--- config.mk ---
export PLATFORM = sky130hd
export DESIGN_NAME = collatz_driver_flat
export DESIGN_NICKNAME = d
export VERILOG_FILES = /design/src/rtl/collatz_driver_if.sv /design/src/rtl/collatz_driver.sv /design/src/flat_wrapper.sv
export SDC_FILE = /design/constraint.sdc
export NUM_CORES = 1
export LEC_CHECK = 0
export CORE_AREA = 10 10 124 126
export CTS_BUF_LIST = sky130_fd_sc_hd__clkbuf_8
export DETAILED_ROUTE_END_ITERATION = 8
export DIE_AREA = 0 0 134 136
export GPL_TIMING_DRIVEN = 0
export MAX_ROUTING_LAYER = met4
export PLACE_DENSITY_LB_ADDON = 0.05
export SLEW_MARGIN = 25
export SYNTH_ARGS = -nofsm -noshare
export SYNTH_HDL_FRONTEND = slang
export SYNTH_SLANG_ARGS = --single-unit
--- constraint.sdc ---
create_clock -name clk -period 6.8 [get_ports clk]
set_clock_uncertainty 0.15 [all_clocks]
set_input_delay 0.68 -clock clk [delete_from_list [all_inputs] [get_ports clk]]
set_output_delay 0.68 -clock clk [all_outputs]
set_load 0.1 [all_outputs]
--- src/rtl/collatz_driver_if.sv ---
`default_nettype none
// ============================================================================
// Module      : collatz_driver_if
// Description : Job, kernel and result signal bundle for collatz_driver.
//               Adds out_cycles when COLLATZ_DRIVER_LATENCY_EN is defined.
// Revision    : 1.0 - initial release
// ============================================================================
interface collatz_driver_if;
  logic        in_valid;
  logic        in_ready;
  logic [31:0] in_n;
  logic        kern_rst_n;
  logic        kern_start;
  logic [31:0] kern_n;
  logic        kern_finish;
  logic [31:0] kern_ret;
  logic        out_valid;
  logic        out_ready;
  logic [31:0] out_n;
  logic [31:0] out_steps;
  logic        out_timeout;
  logic        busy;
`ifdef COLLATZ_DRIVER_LATENCY_EN
  logic [31:0] out_cycles;
`endif

  // Driver-side view
  modport master (
    input  in_valid, in_n, kern_finish, kern_ret, out_ready,
    output in_ready, kern_rst_n, kern_start, kern_n,
           out_valid, out_n, out_steps, out_timeout, busy
`ifdef COLLATZ_DRIVER_LATENCY_EN
    , output out_cycles
`endif
  );

  // Environment-side view (job source, kernel, result sink)
  modport slave (
    output in_valid, in_n, kern_finish, kern_ret, out_ready,
    input  in_ready, kern_rst_n, kern_start, kern_n,
           out_valid, out_n, out_steps, out_timeout, busy
`ifdef COLLATZ_DRIVER_LATENCY_EN
    , input out_cycles
`endif
  );
endinterface
`default_nettype wire

--- src/rtl/collatz_driver.sv ---
`default_nettype none
// ============================================================================
// Module      : collatz_driver
// Description : Sequences one Collatz kernel job at a time: kernel reset,
//               start pulse, bounded run with timeout, held result.
//               Optional out_cycles output via COLLATZ_DRIVER_LATENCY_EN.
// Revision    : 1.0 - initial release
// ============================================================================
module collatz_driver #(
  parameter int unsigned KRST_CYCLES    = 2,
  parameter int unsigned TIMEOUT_CYCLES = 65535
) (
  input wire               clk,
  input wire               rst,
  collatz_driver_if.master bus
);

  localparam logic [1:0]  c_IDLE      = 2'd0;
  localparam logic [1:0]  c_KRST      = 2'd1;
  localparam logic [1:0]  c_RUN       = 2'd2;
  localparam logic [1:0]  c_OUT       = 2'd3;
  localparam logic [31:0] c_KRST_LAST = 32'(KRST_CYCLES - 1);
  localparam logic [31:0] c_TIMEOUT   = 32'(TIMEOUT_CYCLES);

  logic [1:0]  state_q,       state_d;
  logic [31:0] krst_cnt_q,    krst_cnt_d;
  logic [31:0] run_cnt_q,     run_cnt_d;
  logic        kern_rst_n_q,  kern_rst_n_d;
  logic        kern_start_q,  kern_start_d;
  logic [31:0] kern_n_q,      kern_n_d;
  logic        out_valid_q,   out_valid_d;
  logic [31:0] out_n_q,       out_n_d;
  logic [31:0] out_steps_q,   out_steps_d;
  logic        out_timeout_q, out_timeout_d;
  logic        busy_q,        busy_d;
`ifdef COLLATZ_DRIVER_LATENCY_EN
  logic [31:0] out_cycles_q,  out_cycles_d;
`endif

  logic [31:0] w_run_inc;
  logic        w_fin_qual;
  logic        w_timeout;

  assign w_run_inc  = (run_cnt_q == 32'hFFFF_FFFF) ? run_cnt_q : run_cnt_q + 32'd1;
  // The start cycle still sees the kernel's stale finish flop, so it is masked.
  assign w_fin_qual = bus.kern_finish & ~kern_start_q;
  assign w_timeout  = (w_run_inc >= c_TIMEOUT);

  always_comb begin
    state_d       = state_q;
    krst_cnt_d    = krst_cnt_q;
    run_cnt_d     = run_cnt_q;
    kern_rst_n_d  = kern_rst_n_q;
    kern_start_d  = 1'b0;
    kern_n_d      = kern_n_q;
    out_valid_d   = out_valid_q;
    out_n_d       = out_n_q;
    out_steps_d   = out_steps_q;
    out_timeout_d = out_timeout_q;
`ifdef COLLATZ_DRIVER_LATENCY_EN
    out_cycles_d  = out_cycles_q;
`endif

    case (state_q)
      c_IDLE: begin
        kern_rst_n_d = 1'b1;
        if (bus.in_valid) begin
          state_d      = c_KRST;
          kern_n_d     = bus.in_n;
          out_n_d      = bus.in_n;
          krst_cnt_d   = 32'd0;
          kern_rst_n_d = 1'b0;
        end
      end
      c_KRST: begin
        kern_rst_n_d = 1'b0;
        krst_cnt_d   = krst_cnt_q + 32'd1;
        if (krst_cnt_q == c_KRST_LAST) begin
          state_d      = c_RUN;
          kern_start_d = 1'b1;
          kern_rst_n_d = 1'b1;
          run_cnt_d    = 32'd0;
        end
      end
      c_RUN: begin
        kern_rst_n_d = 1'b1;
        run_cnt_d    = w_run_inc;
        if (w_fin_qual) begin
          state_d       = c_OUT;
          out_valid_d   = 1'b1;
          out_steps_d   = bus.kern_ret;
          out_timeout_d = 1'b0;
`ifdef COLLATZ_DRIVER_LATENCY_EN
          out_cycles_d  = w_run_inc;
`endif
        end else if (w_timeout) begin
          // Hold the abandoned kernel in reset until the result is taken.
          state_d       = c_OUT;
          out_valid_d   = 1'b1;
          out_steps_d   = 32'd0;
          out_timeout_d = 1'b1;
          kern_rst_n_d  = 1'b0;
`ifdef COLLATZ_DRIVER_LATENCY_EN
          out_cycles_d  = w_run_inc;
`endif
        end
      end
      c_OUT: begin
        if (bus.out_ready) begin
          state_d      = c_IDLE;
          out_valid_d  = 1'b0;
          kern_rst_n_d = 1'b1;
        end
      end
      default: begin
        state_d = c_IDLE;
      end
    endcase

    busy_d = (state_d != c_IDLE);
  end

  always_ff @(posedge clk or posedge rst) begin
    if (rst) begin
      state_q       <= c_IDLE;
      krst_cnt_q    <= 32'd0;
      run_cnt_q     <= 32'd0;
      kern_rst_n_q  <= 1'b0;
      kern_start_q  <= 1'b0;
      kern_n_q      <= 32'd0;
      out_valid_q   <= 1'b0;
      out_n_q       <= 32'd0;
      out_steps_q   <= 32'd0;
      out_timeout_q <= 1'b0;
      busy_q        <= 1'b0;
`ifdef COLLATZ_DRIVER_LATENCY_EN
      out_cycles_q  <= 32'd0;
`endif
    end else begin
      state_q       <= state_d;
      krst_cnt_q    <= krst_cnt_d;
      run_cnt_q     <= run_cnt_d;
      kern_rst_n_q  <= kern_rst_n_d;
      kern_start_q  <= kern_start_d;
      kern_n_q      <= kern_n_d;
      out_valid_q   <= out_valid_d;
      out_n_q       <= out_n_d;
      out_steps_q   <= out_steps_d;
      out_timeout_q <= out_timeout_d;
      busy_q        <= busy_d;
`ifdef COLLATZ_DRIVER_LATENCY_EN
      out_cycles_q  <= out_cycles_d;
`endif
    end
  end

  assign bus.in_ready    = (state_q == c_IDLE);
  assign bus.kern_rst_n  = kern_rst_n_q;
  assign bus.kern_start  = kern_start_q;
  assign bus.kern_n      = kern_n_q;
  assign bus.out_valid   = out_valid_q;
  assign bus.out_n       = out_n_q;
  assign bus.out_steps   = out_steps_q;
  assign bus.out_timeout = out_timeout_q;
  assign bus.busy        = busy_q;
`ifdef COLLATZ_DRIVER_LATENCY_EN
  assign bus.out_cycles  = out_cycles_q;
`endif

endmodule
`default_nettype wire

--- src/flat_wrapper.sv ---
// flat-port wrapper written by rule: the top's interface ports become plain ports
module collatz_driver_flat 
#(
  parameter int unsigned KRST_CYCLES    = 2,
  parameter int unsigned TIMEOUT_CYCLES = 65535
)
  (clk, rst, bus_in_valid, bus_in_n, bus_kern_finish, bus_kern_ret, bus_out_ready, bus_in_ready, bus_kern_rst_n, bus_kern_start, bus_kern_n, bus_out_valid, bus_out_n, bus_out_steps, bus_out_timeout, bus_busy);
  collatz_driver_if bus_i ();
  input wire clk;
  input wire rst;
  input wire logic [$bits(bus_i.in_valid)-1:0] bus_in_valid;
  input wire logic [$bits(bus_i.in_n)-1:0] bus_in_n;
  input wire logic [$bits(bus_i.kern_finish)-1:0] bus_kern_finish;
  input wire logic [$bits(bus_i.kern_ret)-1:0] bus_kern_ret;
  input wire logic [$bits(bus_i.out_ready)-1:0] bus_out_ready;
  output wire logic [$bits(bus_i.in_ready)-1:0] bus_in_ready;
  output wire logic [$bits(bus_i.kern_rst_n)-1:0] bus_kern_rst_n;
  output wire logic [$bits(bus_i.kern_start)-1:0] bus_kern_start;
  output wire logic [$bits(bus_i.kern_n)-1:0] bus_kern_n;
  output wire logic [$bits(bus_i.out_valid)-1:0] bus_out_valid;
  output wire logic [$bits(bus_i.out_n)-1:0] bus_out_n;
  output wire logic [$bits(bus_i.out_steps)-1:0] bus_out_steps;
  output wire logic [$bits(bus_i.out_timeout)-1:0] bus_out_timeout;
  output wire logic [$bits(bus_i.busy)-1:0] bus_busy;
  assign bus_i.in_valid = bus_in_valid;
  assign bus_i.in_n = bus_in_n;
  assign bus_i.kern_finish = bus_kern_finish;
  assign bus_i.kern_ret = bus_kern_ret;
  assign bus_i.out_ready = bus_out_ready;
  assign bus_in_ready = bus_i.in_ready;
  assign bus_kern_rst_n = bus_i.kern_rst_n;
  assign bus_kern_start = bus_i.kern_start;
  assign bus_kern_n = bus_i.kern_n;
  assign bus_out_valid = bus_i.out_valid;
  assign bus_out_n = bus_i.out_n;
  assign bus_out_steps = bus_i.out_steps;
  assign bus_out_timeout = bus_i.out_timeout;
  assign bus_busy = bus_i.busy;
  collatz_driver #(.KRST_CYCLES(KRST_CYCLES), .TIMEOUT_CYCLES(TIMEOUT_CYCLES)) u_core (.clk(clk), .rst(rst), .bus(bus_i));
endmodule
* Word level (Yosys, flattened, before mapping) *
Cells that the tools add are included.

storage, ports and cells
  register bits after elaboration = 135
  input bits = 69
  output and inout port bits = 102
  logic and storage cells = 60

cells by class
  $add $sub $neg = 2
  order comparisons = 1
  equal/unequal tests = 9
  muxes and demuxes = 25
  bitwise gates (word level) = 2
  reduce and logical (&&, ||, !) cells = 11

operators by type and width
  cell                                                                                    count
  32-bit 2-to-1 mux                                                                       5
  32-bit one-hot mux with 2 select lines                                                  2
  32-bit by 1-bit adder with 32-bit output (second input constant)                        2
  32-bit by 1-bit == test with 1-bit output (second input constant)                       1
  32-bit == test (second input constant)                                                  1
  32-bit by 16-bit greater-or-equal comparator with 1-bit output (second input constant)  1
  1-bit 2-to-1 mux                                                                        10
  2-bit 2-to-1 mux                                                                        5
  2-bit nonzero test                                                                      5
  2-bit one-hot mux with 4 select lines                                                   1
  2-bit AND reduction                                                                     4
  2-bit == test (second input constant)                                                   2
  2-bit inequality test (second input constant)                                           2
  1-bit one-hot mux with 4 select lines                                                   1
  3-bit by 1-bit inequality test with 1-bit output (second input constant)                1
  3-bit AND reduction                                                                     1
  2-bit by 1-bit == test with 1-bit output (second input constant)                        1
  2-bit zero test                                                                         1
  2-bit by 1-bit inequality test with 1-bit output (second input constant)                1
  1-bit one-hot mux with 2 select lines                                                   1
  1-bit bitwise AND                                                                       1
  1-bit NOT                                                                               1

* Logic depth before layout (Yosys ltp) *
Gate-level depths: netlist (run 1).

  depth after elaboration = 7
  gate-level depth with buffers = 12
  mapped depth without buffers = 9

* Worst setup path before layout (run 1) *
Ideal clock, no wire load.

  kind = flip-flop to flip-flop
  from = register u_core.state_q[1]
  to = register u_core.kern_n_q[0] (netlist: u_core.bus.kern_n[0])
  setup time = 126 ps
  arrival time = 3030 ps
  data required time = 6524 ps
  setup slack = 3494 ps
  stages on the path, launching flop included = 7
  path buffers = 3
  clock period less this slack = 3306 ps
  path through = dfrtp_1 -> clkbuf_1 -> nor2_1 -> and2_1 -> clkbuf_1 -> clkbuf_1 -> mux2_2

on the way
  word-level cells in the longest chain between the ends = 2

RTL lines
  item                           RTL line               RTL
  start, declared                collatz_driver.sv:25   logic [1:0] state_q, state_d;
  start signal, assigned         collatz_driver.sv:125  state_q <= c_IDLE;
  start signal, assigned         collatz_driver.sv:140  state_q <= state_d;
  2-bit zero test                n/a
  named net bus_in_ready         flat_wrapper.sv:16     output wire logic [$bits(bus_i.in_ready)-1:0] bus_in_ready;
  2-bit AND reduction (no line)  n/a
  end signal, assigned           collatz_driver.sv:145  kern_n_q <= kern_n_d;
  end, declared                  collatz_driver.sv:30   logic [31:0] kern_n_q, kern_n_d;

The timed path passes the listed nets, and every way through them passes these cells.
A chain may end at the register's enable or synchronous reset.

* Final worst setup path (run 1) *
  from = register u_core.run_cnt_q[0]
  to = register u_core.out_steps_q[6] (netlist: u_core.bus.out_steps[6])

on the way
  word-level cells in the longest chain between the ends = 5
  elaborated cells on any way between the ends = 6
  those cells by class = add/sub (1); order compare (1); eq/ne (1); mux (1); reduce/logical (2)

RTL lines
  item                                                                               RTL line               RTL
  start, declared                                                                    collatz_driver.sv:27   logic [31:0] run_cnt_q, run_cnt_d;
  start signal, assigned                                                             collatz_driver.sv:142  run_cnt_q <= run_cnt_d;
  32-bit by 1-bit adder with 32-bit output / 32-bit == test (equally long branches)  collatz_driver.sv:44   assign w_run_inc = (run_cnt_q == 32'hFFFF_FFFF) ? run_cnt_q : run_cnt_q + 32'd1;
  32-bit 2-to-1 mux *                                                                collatz_driver.sv:44
  32-bit by 16-bit greater-or-equal comparator with 1-bit output *                   collatz_driver.sv:47   assign w_timeout = (w_run_inc >= c_TIMEOUT);
  2-bit nonzero test (no line) *                                                     n/a
  2-bit AND reduction (no line) *                                                    n/a
  end signal, assigned                                                               collatz_driver.sv:148  out_steps_q <= out_steps_d;
  end, declared                                                                      collatz_driver.sv:33   logic [31:0] out_steps_q, out_steps_d;

Every way passes the cells marked *; elsewhere a longest branch is shown, timed or not.

==> reports/metrics.cfg, run 1 <==
[status]
status = complete, no violations

[route]
postRouteWirelength_um = 20030
dr.pass1.iters = 6
drtIter0Drc = 562
postRouteAntennaNets = 0
avgViaCountPerCell = 5.828
wl_met3_um = 1097
met1Wirelength_um = 7998
vias = 6131
wl_met2_um = 10570
avgRoutedWirePerCell_um = 19.04
highest_layer = met4
drcViolationCount = 0

[worst_setup_path]
start_kind = register
reg2reg_depth = 11
endpoint_kind = register
cp_data_required_time_ns = 7.05
worstPathCellList = ha_1 -> nand4_1 -> nor3_1 -> o311a_1 -> mux2i_1 -> o311ai_0 -> nor4_2 -> a31o_1 -> buf_6 -> buf_12 -> a22o_1
cp_slowest_cell = nor3_1
cp_slowest_stage_delay_ns = 0.54
worst-path-max-fanout = 10
worstPathArrival_ns = 3.78
crit_type = register to register

[cts]
clockBufferDepth = 2
cts_root_buffer = clkbuf_8
numCtsBuffers = 17
clkLatencyLatePin_ns = 0.47
hold_buffers = 0
post_cts_buffers = 0
cts_tree = done
clkTransAtPathRegs_ns = 0.08
clock-sinks = 135
htreeDepth = 4
ctsResizeCount = 0

[synth]
synthFlopType = dfrtp_1
ys_types = 57
yosys-top-cells-area = dfrtp_1, mux2_2, a22o_1, o21ai_0, nand2_1
syn-cell-area_sq_um = 6834
synthesis.nets = 745
synthTopCellsByCount = dfrtp_1, nand2_1, o21ai_0
yosysTopAreaCellShare = 0.4943
synth_seq_cells = 135
synth_edf_count = 0
synthCells = 673
postSynthAreaPerCell_sq_um = 10.15
async_flop_share = 1.000
synth_largest_area_cell = dfrtp_1
synth.most_common_cell = dfrtp_1
yosysSeqAreaShare = 0.4943
ys_warn_count = 0

[hold_path]
worst_hold_path.num_cells = 1
hold_path.class = register to register

[placement]
dp_slack_ns = 3.367
gp_congestion = 0.9195
dp_hpwl_um = 14650
portBuffers = 170
dp_cells = 1020

[timing]
fmax_ghz = 0.2831
rsz0062_at_grt = false
fin_crit_ns = 3.533
fin_crit_sh = 0.5195
final_hold_viol_count = 0
setup_slack_ns = 3.267
slew_viol_final = 0
fin_tns_setup_ns = 0
setup-violations-final = 0
relSlewSlack = 0.3069
worstMarginPinSlew_ns = 1.036

[layout]
antenna_cells = 0
drive_gt1_frac = 0.1427
syn2layout_area_growth_pct = 34.31
fillers = 1038
nNetsFinal = 935
fin_cells = 1052

[die]
die_w_um = 134
fp-row-count = 42
coreArea_sq_um = 12980
dieArea_sq_um = 18220
ios = 171
start_util = 0.5265
die_h_um = 136

[global_route]
grt_pass1_vias = 6086
antenna_found_initial = 0
gr-usage-all-layers = 0.2246
overflow = 0
grt_max_degree = 101
grt_pass1_wl_um = 31960

[flow_run]
max_cap_viol_count = 0

-- state kept, by name, indices dropped and copies added, names as in the netlist, 2 cells and up --
name	flops
u_core.bus.kern_n	32
u_core.bus.out_steps	32
u_core.krst_cnt_q	32
u_core.run_cnt_q	32
u_core.state_q	2
-- critical path: cells and delay by family, from the launching register on --
kind,cells,cell delay (ns)
AO/OA/AOI/OAI,4,0.88
adder cells (fa/ha/maj),1,0.31
buffers and inverters,2,0.28
flip-flops,1,0.47
multiplexers,1,0.20
AND/OR/NAND/NOR,3,1.17
-- routing by layer --
metal | up-vias | track usage
li1 | 2834 | -
met1 | 3051 | 0.2600
met2 | 220 | 0.3756
met3 | 26 | 0.06236
met4 | 0 | 0.06530
met5 | - | -
-- per-stage QoR --
step	hold slack (ns)	utilization	cell area (sq um)
finish	0.3375	0.7072	9179
detailed placement	0.3314	0.6777	8796
CTS	0.3441	0.7072	9179
global placement	0.3160	0.6746	8756
global route	0.3692	0.7072	9179
floorplan	0.2963	-	6834
-- cell usage in the layout, fill, tap and decap left out, drive strengths merged, types with 11 or more instances in the layout --
master,netlist,final
nand3,39,39
nor2,33,33
nand2,70,70
nand4,22,22
dfrtp,135,135
nor4,11,11
mux2,32,32
o31ai,19,19
nor3,15,15
mux2i,12,12
buf,48,49
a21oi,14,14
clkdlybuf4s50,0,170
inv,10,15
o21ai,55,55
and3,19,19
a22o,33,33
clkbuf,26,45
-- area by class of cell --
class,instances,area [sq um],share of cell area
flip-flops and latches,135,3378,0.3680
inverters,10,45.04,0.004907
well taps,176,220.2,0.02399
clock inverters,13,121.4,0.01322
multi-input cells,454,2945,0.3209
repair buffers,171,1729,0.1884
plain buffers,74,478.0,0.05207
clock buffers,19,261.5,0.02849
-- kinds of logic after synthesis --
| group | count (synthesis) | share of synthesized area |
|---|---|---|
| AO/OA/AOI/OAI | 167 | 0.1664 |
| XOR/XNOR | 8 | 0.01135 |
| adder cells (fa/ha/maj) | 3 | 0.005493 |
| buffers and inverters | 84 | 0.07543 |
| flip-flops | 135 | 0.4943 |
| multiplexers | 44 | 0.07031 |
| AND/OR/NAND/NOR | 232 | 0.1767 |
-- worst paths after layout --
path | start | end | slack (ns)
max | u_core.run_cnt_q[0]$_DFFE_PP0P_ | u_core.bus.out_steps[6]$_DFFE_PP0P_ | 3.27
min reg2reg | u_core.krst_cnt_q[31]$_DFFE_PP0P_ | u_core.krst_cnt_q[31]$_DFFE_PP0P_ | 0.34
max reg2reg | u_core.run_cnt_q[0]$_DFFE_PP0P_ | u_core.bus.out_steps[6]$_DFFE_PP0P_ | 3.27
min in group asynchronous | rst | u_core.bus.out_steps[0]$_DFFE_PP0P_ | 0.47
max in group asynchronous | rst | u_core.bus.kern_n[9]$_DFFE_PP0P_ | 5.26
min | u_core.krst_cnt_q[31]$_DFFE_PP0P_ | u_core.krst_cnt_q[31]$_DFFE_PP0P_ | 0.34
Power of run 1 is not shown: default switching activity piles up to over one toggle a cycle in this logic, so the estimate is an artifact.
==> run 2: changes to the inputs <==
Settings changed: CORE_AREA 10 10 124 126 to 10 10 127 129, DIE_AREA 0 0 134 136 to 0 0 137 139.
Clock period 6.8 ns to 3.3 ns, I/O delays scaled along.
==> run 2 against run 1 <==
  * Clock-buffer cell count is 4 higher
  * Hold slack got worse by 0.0039 ns
  * Non-clock buffer count grew 15
  * Critical path depth increased by 1
  * Wire length down 4.9%
  * Die area increased by 4.5%
  * Largest cell class unchanged
  * Core utilization shrank 1.1 points
  * Worst setup slack lost 3.2 ns
  * Design area is 3.7% higher
  * Highest routed layer unchanged
  * Fmax increased by 8.6%
==> reports/metrics.cfg, run 2 (same netlist as run 1, synthesis figures left out) <==
[status]
status = complete, no violations

[route]
avgViaCountPerCell = 5.635  ; -3.3%
postRouteWirelength_um = 19060  ; -4.9%
postRouteAntennaNets = 0  ; unchanged
avgRoutedWirePerCell_um = 17.79  ; -6.6%
drcViolationCount = 0  ; unchanged
dr.pass1.iters = 5  ; -1
vias = 6035  ; -1.6%
drtIter0Drc = 511  ; -9.1%

[placement]
gp_congestion = 1.006  ; +9.4%
dp_hpwl_um = 14250  ; -2.7%
dp_cells = 1028  ; +0.78%
portBuffers = 170  ; unchanged

[cts]
cts_tree = done
numCtsBuffers = 17  ; unchanged
clkLatencyLatePin_ns = 0.45  ; -0.02 ns
htreeDepth = 4  ; unchanged
clock-sinks = 135  ; unchanged
cts_root_buffer = clkbuf_8
clkTransAtPathRegs_ns = 0.07  ; about the same
clockBufferDepth = 2  ; unchanged

[global_route]
grt_pass1_vias = 5975  ; -1.8%
antenna_found_initial = 0  ; unchanged
grt_util_met1 = 0.2521  ; -0.007965
use_met3 = 0.05652  ; -0.005840
grt_pass1_wl_um = 30830  ; -3.5%
gr-usage-all-layers = 0.2040  ; -0.02052
overflow = 0  ; unchanged
use_met2 = 0.3132  ; -0.06232
grt_max_degree = 33  ; -67%
grt.busiest_layer = met2

[layout]
drive_gt1_frac = 0.1728  ; +0.03015
final_cell_mix = clkdlybuf4s50_1, dfrtp_1, nand2_1
antenna_cells = 0  ; unchanged
seqCellArea_sq_um = 3386  ; +0.22%
nNetsFinal = 950  ; +1.6%
syn2layout_area_growth_pct = 39.29
fillers = 1040  ; +0.19%
fin_util = 0.6966  ; -0.01058
multi_input_area_sq_um = 3008  ; +2.1%
layout_commonest_cell = clkdlybuf4s50_1
fin_cells = 1071  ; +1.8%

[timing]
fin_tns_setup_ns = 0  ; unchanged
relSlewSlack = 0.3223  ; +0.01540
rsz0062_at_grt = true
final_hold_viol_count = 0  ; unchanged
fmax_ghz = 0.3073  ; +8.6%
slew_viol_final = 0  ; unchanged
setup-violations-final = 0  ; unchanged
worstMarginPinSlew_ns = 1.013  ; -0.02303 ns
fin_crit_sh = 0.9860  ; +0.4665
fin_crit_ns = 3.254  ; -0.2786 ns

[die]
start_util = 0.5001  ; -0.02642
coreArea_sq_um = 13670  ; +5.3%
die_w_um = 137  ; +2.2%
fp-row-count = 43  ; +2.4%
ios = 171  ; unchanged
die_h_um = 139  ; +2.2%
dieArea_sq_um = 19040  ; +4.5%

[worst_setup_path]
crit_cells = 12  ; +1
endpoint_kind = register
crit_type = register to register
crit_path_start = u_core.run_cnt_q[1]$_DFFE_PP0P_
reg2reg_depth = 12  ; +1
crit_top_cell = buf_6
cp_slowest_stage_delay_ns = 0.45  ; -0.09 ns
start_kind = register
cp_data_required_time_ns = 3.48  ; -3.57 ns
r2r-start = u_core.run_cnt_q[1]$_DFFE_PP0P_
worstPathArrival_ns = 3.44  ; -0.34 ns
worst-path-max-fanout = 10  ; unchanged
path_buf_inv = 3  ; +1
crit_family = compound AO/OA/AOI/OAI gates
worstPathCellList = ha_4 -> nand4_1 -> or3_1 -> buf_6 -> a211o_1 -> xnor2_2 -> nand3_1 -> o31a_1 -> a31o_1 -> buf_6 -> buf_12 -> a22o_1
cp_slowest_cell = or3_1

[hold_path]
hold_start = bus_kern_ret[10]
hold_path.class = input pin to register
worst_hold_path.num_cells = 2  ; +1

[flow_run]
max_cap_viol_count = 0  ; unchanged

[run 2: cell count changes in the layout (fill, tap and decap cells not counted), sizes merged]
cell / before / now
bufinv: 1 / 4
clkinvlp: 4 / 2
clkinv: 3 / 2
buf: 49 / 65
dlygate4sd3: 0 / 1
clkbuf: 45 / 47
inv: 15 / 11
[run 2: path summary, 6_finish.rpt]
kind,end,slack (ns)
min,u_core.bus.out_steps[10]$_DFFE_PP0P_,0.33
min reg2reg,u_core.bus.out_steps[9]$_DFFE_PP0P_,0.35
max in group asynchronous,u_core.run_cnt_q[5]$_DFFE_PP0P_,1.65
max,u_core.bus.out_steps[1]$_DFFE_PP0P_,0.05
max reg2reg,u_core.bus.out_steps[1]$_DFFE_PP0P_,0.05
min in group asynchronous,u_core.bus.kern_n[25]$_DFFE_PP0P_,0.54
[run 2: final cells by class]
cell class                      instances  area share
Multi-Input combinational cell        454      0.3160
Clock buffer                           23     0.03325
Sequential cell                       135      0.3557
Clock inverter                          9     0.01525
Tap cell                              180     0.02366
Timing Repair Buffer                  188      0.2014
Buffer                                 72     0.05047
Inverter                               10    0.004338
[run 2: per-stage QoR]
step	worst slack (ns)	instance area, sq um	hold slack, ns
2_1_floorplan	0.3731	6840	0.2963
3_3_place_gp	-0.1655	8767	0.3123
3_5_place_dp	-0.2287	8882	0.3309
4_1_cts	0.01535	9373	0.3144
5_1_grt	-0.1025	9519	0.3226
6_report	0.04609	9519	0.3337
[run 2: metal layers]
layer | wire length [um] | up-vias | share of wire
met5 | 0 | - | 0
met4 | 312 | 0 | 0.016
met3 | 1587 | 29 | 0.083
met2 | 9032 | 255 | 0.47
met1 | 8123 | 2879 | 0.43
li1 | - | 2872 | -
[run 2: what timing repair did]
| item | in CTS | in global routing |
|---|---|---|
| endpoints found under the setup margin | 35 | 53 |
| setup buffers | 0 | 12 |
| hold endpoints to repair | 3 | 0 |
| resized for setup | 4 | 20 |
| hold buffers | 1 | 0 |
| pin swaps | 1 | 10 |
Power of run 2 is left out for the same reason.
==> run 3: changes to the inputs <==
Settings changed: ABC_AREA from default to 1, CORE_AREA 10 10 127 129 to 10 10 130 132, DIE_AREA 0 0 137 139 to 0 0 140 142, SKIP_CTS_REPAIR_TIMING from default to 1.
==> run 3 against run 2 <==
  * Hold slack worse by 0.19 ns
  * Design area increased by 2.8%
  * Largest cell class unchanged
  * Wire length grew 13%
  * Final cell count rose by 29%
  * Synthesized cell count grew 47%
  * First-iteration DRC count rose by 2.5%
==> reports/metrics.cfg, run 3 <==
[route]
postRouteAntennaNets = 0  ; unchanged
drtIter0Drc = 524  ; +2.5%
drcViolationCount = 0  ; unchanged
postRouteWirelength_um = 21510  ; +13%
avgViaCountPerCell = 5.059  ; -10%
dr.pass1.iters = 5  ; unchanged
avgRoutedWirePerCell_um = 15.59  ; -12%
vias = 6982  ; +16%

[global_route]
overflow = 0  ; unchanged
gr-usage-all-layers = 0.2176  ; +0.01357
grt_pass1_vias = 6704  ; +12%
antenna_found_initial = 1  ; +1
grt_pass1_wl_um = 34180  ; +11%
grt_max_degree = 31  ; -6.1%

[cts]
clock-sinks = 135  ; unchanged
clockBufferDepth = 2  ; unchanged
clkTransAtPathRegs_ns = 0.07  ; about the same
clkLatencyLatePin_ns = 0.45  ; about the same
cts_root_buffer = clkbuf_8
numCtsBuffers = 17  ; unchanged
htreeDepth = 4  ; unchanged
cts_tree = done

[layout]
syn2layout_area_growth_pct = 33.34
final_cell_mix = nand2_1, clkdlybuf4s50_1, dfrtp_1
drive_gt1_frac = 0.1155  ; -0.05736
layout_commonest_cell = nand2_1
fin_cells = 1380  ; +29%
nNetsFinal = 1254  ; +32%

[pwr]
power_frac_comb = 0.554
p_seq_frac = 0.277
pwr-share-clk = 0.168
cellPowerDensity_nw_per_um2 = 879.1
switching_share = 0.5376
netSwitchingPower_mw = 4.623
p_leak_nw = 4.628
p_int_mw = 3.977
ir_drop_uv = 1179

[synth]
synth.most_common_cell = nand2_1
synth_largest_area_cell = dfrtp_1
synthesis.nets = 1061  ; +42%
synth_edf_count = 0  ; unchanged
synthFlopType = dfrtp_1
postSynthAreaPerCell_sq_um = 7.419  ; -27%
synth-adder-area-share = 0.005116  ; -0.0003765
yosys-top-cells-area = dfrtp_1, nand2_1, nor2_1, inv_1, nand3_1
yosys.area_share.simple = 0.3581  ; +0.1814
synth_compound_area_frac = 0.06531  ; -0.1011
async_flop_share = 1.000  ; unchanged
yosysSeqAreaShare = 0.4604  ; -0.03389
synthTopCellsByCount = nand2_1, dfrtp_1, nor2_1
ys_types = 38  ; -33%
synth_mux_area_frac = 0.006821  ; -0.06348
ys_warn_count = 0  ; unchanged
syn-cell-area_sq_um = 7337  ; +7.4%
synthCells = 989  ; +47%
yosysTopAreaCellShare = 0.4604  ; -0.03389
synth_top_family_by_area = simple AND/OR/NAND/NOR gates
synth_seq_cells = 135  ; unchanged
synthXorXnorAreaFrac = 0.005969  ; -0.005383

[timing]
setup-violations-final = 0  ; unchanged
slew_viol_final = 0  ; unchanged
fin_crit_sh = 0.9152  ; -0.07083
relSlewSlack = 0.2852  ; -0.03713
holdWs_ns = 0.1480  ; -0.1857 ns
fmax_ghz = 0.3311  ; +7.7%
worstMarginPinSlew_ns = 1.069  ; +0.05552 ns
final_hold_viol_count = 0  ; unchanged
rsz0062_at_grt = false
setup_slack_ns = 0.2798  ; +0.2337 ns
fin_crit_ns = 3.020  ; -0.2337 ns

[die]
die_w_um = 140  ; +2.2%
start_util = 0.5126  ; +0.01250
fp-row-count = 44  ; +2.3%
coreArea_sq_um = 14310  ; +4.7%
ios = 171  ; unchanged
die_h_um = 142  ; +2.2%
dieArea_sq_um = 19880  ; +4.4%

[worst_setup_path]
worst-path-max-fanout = 10  ; unchanged
cp_slowest_stage_delay_ns = 0.48  ; +0.03 ns
crit_type = register to register
endpoint_kind = register
cp_slowest_cell = dfrtp_2
worstPathArrival_ns = 3.21  ; -0.23 ns
cp_data_required_time_ns = 3.48  ; about the same
worstPathCellList = ha_2 -> inv_2 -> nor2_4 -> nand2_4 -> nor2_8 -> nand3_4 -> buf_6 -> o21ai_0 -> nand3_1 -> nor2_1 -> nand2_1 -> nand3_2 -> o21ai_4 -> buf_6 -> nand2_2 -> nand2_1
start_kind = register

[placement]
dp_cells = 1347  ; +31%
dp_slack_ns = 0.1006  ; +0.3293 ns
portBuffers = 170  ; unchanged
gp_congestion = 0.9323  ; -7.3%
dp_hpwl_um = 16530  ; +16%

[hold_path]
hold_path.class = input pin to asynchronous set/reset pin

[status]
status = complete, no violations

[flow_run]
max_cap_viol_count = 0  ; unchanged

run 3: changes by cell type in the layout (fill, tap and decap cells not counted), sizes merged, moves of 8 or more:
cell / change
nor2: +70
o211ai: -8
inv: +80
buf: -23
nand2: +334
o31ai: -18
and3: -19
mux2: -32
a22o: -31
nand3: +21
run 3: routing by layer:
layer | up-vias | share of wire | wire length (um) | GRT usage
li1 | 3484 | - | - | -
met1 | 3248 | 0.41 | 8842 | 0.2495
met2 | 218 | 0.52 | 11080 | 0.3729
met3 | 32 | 0.058 | 1238 | 0.06075
met4 | 0 | 0.016 | 346 | 0.04837
met5 | - | 0 | 0 | -
run 3: cells by family after synthesis:
| logic type | after synthesis |
|---|---|
| flops | 135 |
| compound gates | 85 |
| xor+xnor | 5 |
| simple gates | 606 |
| fa+ha+maj | 3 |
| mux | 5 |
| buf+inv | 150 |
run 3: worst paths after layout:
kind                                                 startpoint                                   end  slack [ns]  cells past startpoint
min in group clk                               bus_kern_ret[17]  u_core.bus.out_steps[17]$_DFFE_PP0P_        0.27                      3
max in group asynchronous                                   rst     u_core.krst_cnt_q[15]$_DFFE_PP0P_        1.87                      5
max                             u_core.run_cnt_q[0]$_DFFE_PP0P_  u_core.bus.out_steps[13]$_DFFE_PP0P_        0.28                     16
max reg2reg                     u_core.run_cnt_q[0]$_DFFE_PP0P_  u_core.bus.out_steps[13]$_DFFE_PP0P_        0.28                     16
min                                                         rst  u_core.bus.out_steps[25]$_DFFE_PP0P_        0.15                      2
min reg2reg                u_core.bus.out_steps[15]$_DFFE_PP0P_  u_core.bus.out_steps[15]$_DFFE_PP0P_        0.32                      2
run 3: critical path: cells and delay by family (launching register included):
kind	cells	cell delay [ns]
AND/OR/NAND/NOR	10	1.26
flip-flops	1	0.48
buffers and inverters	3	0.48
adder cells (fa/ha/maj)	1	0.33
AO/OA/AOI/OAI	2	0.20
run 3: metrics by stage:
step           cell area, sq um  total power, mW    util  TNS, ns
3_5_place_dp               9353            7.192  0.6534        0
3_3_place_gp               9273            7.138  0.6478   -20.08
4_1_cts                    9777            8.650  0.6830        0
5_1_grt                    9783            8.928  0.6835        0
2_1_floorplan              7341            6.030       -        0
6_report                   9783            8.601  0.6835        0
run 3: final cells by class:
cell class / instances / area, sq um
Fill cell: 1228 / 4531
Sequential cell: 135 / 3379
Multi-Input combinational cell: 704 / 3241
Timing Repair Buffer: 174 / 1782
Buffer: 57 / 371.6
Inverter: 93 / 352.8
Clock buffer: 24 / 330.3
Tap cell: 184 / 230.2
Clock inverter: 8 / 93.84
Antenna cell: 1 / 2.502
run 3: power groups by stage:
stage	registers (mW)	clock network [mW]	logic (mW)
final	2.39	1.45	4.77
after CTS	2.38	1.47	4.79
after floorplan	4.01	0	2.02
after global routing	2.44	1.55	4.94
after global placement	2.40	0	4.74
after detailed placement	2.40	0	4.79
Power figures use the tool's default switching activity.
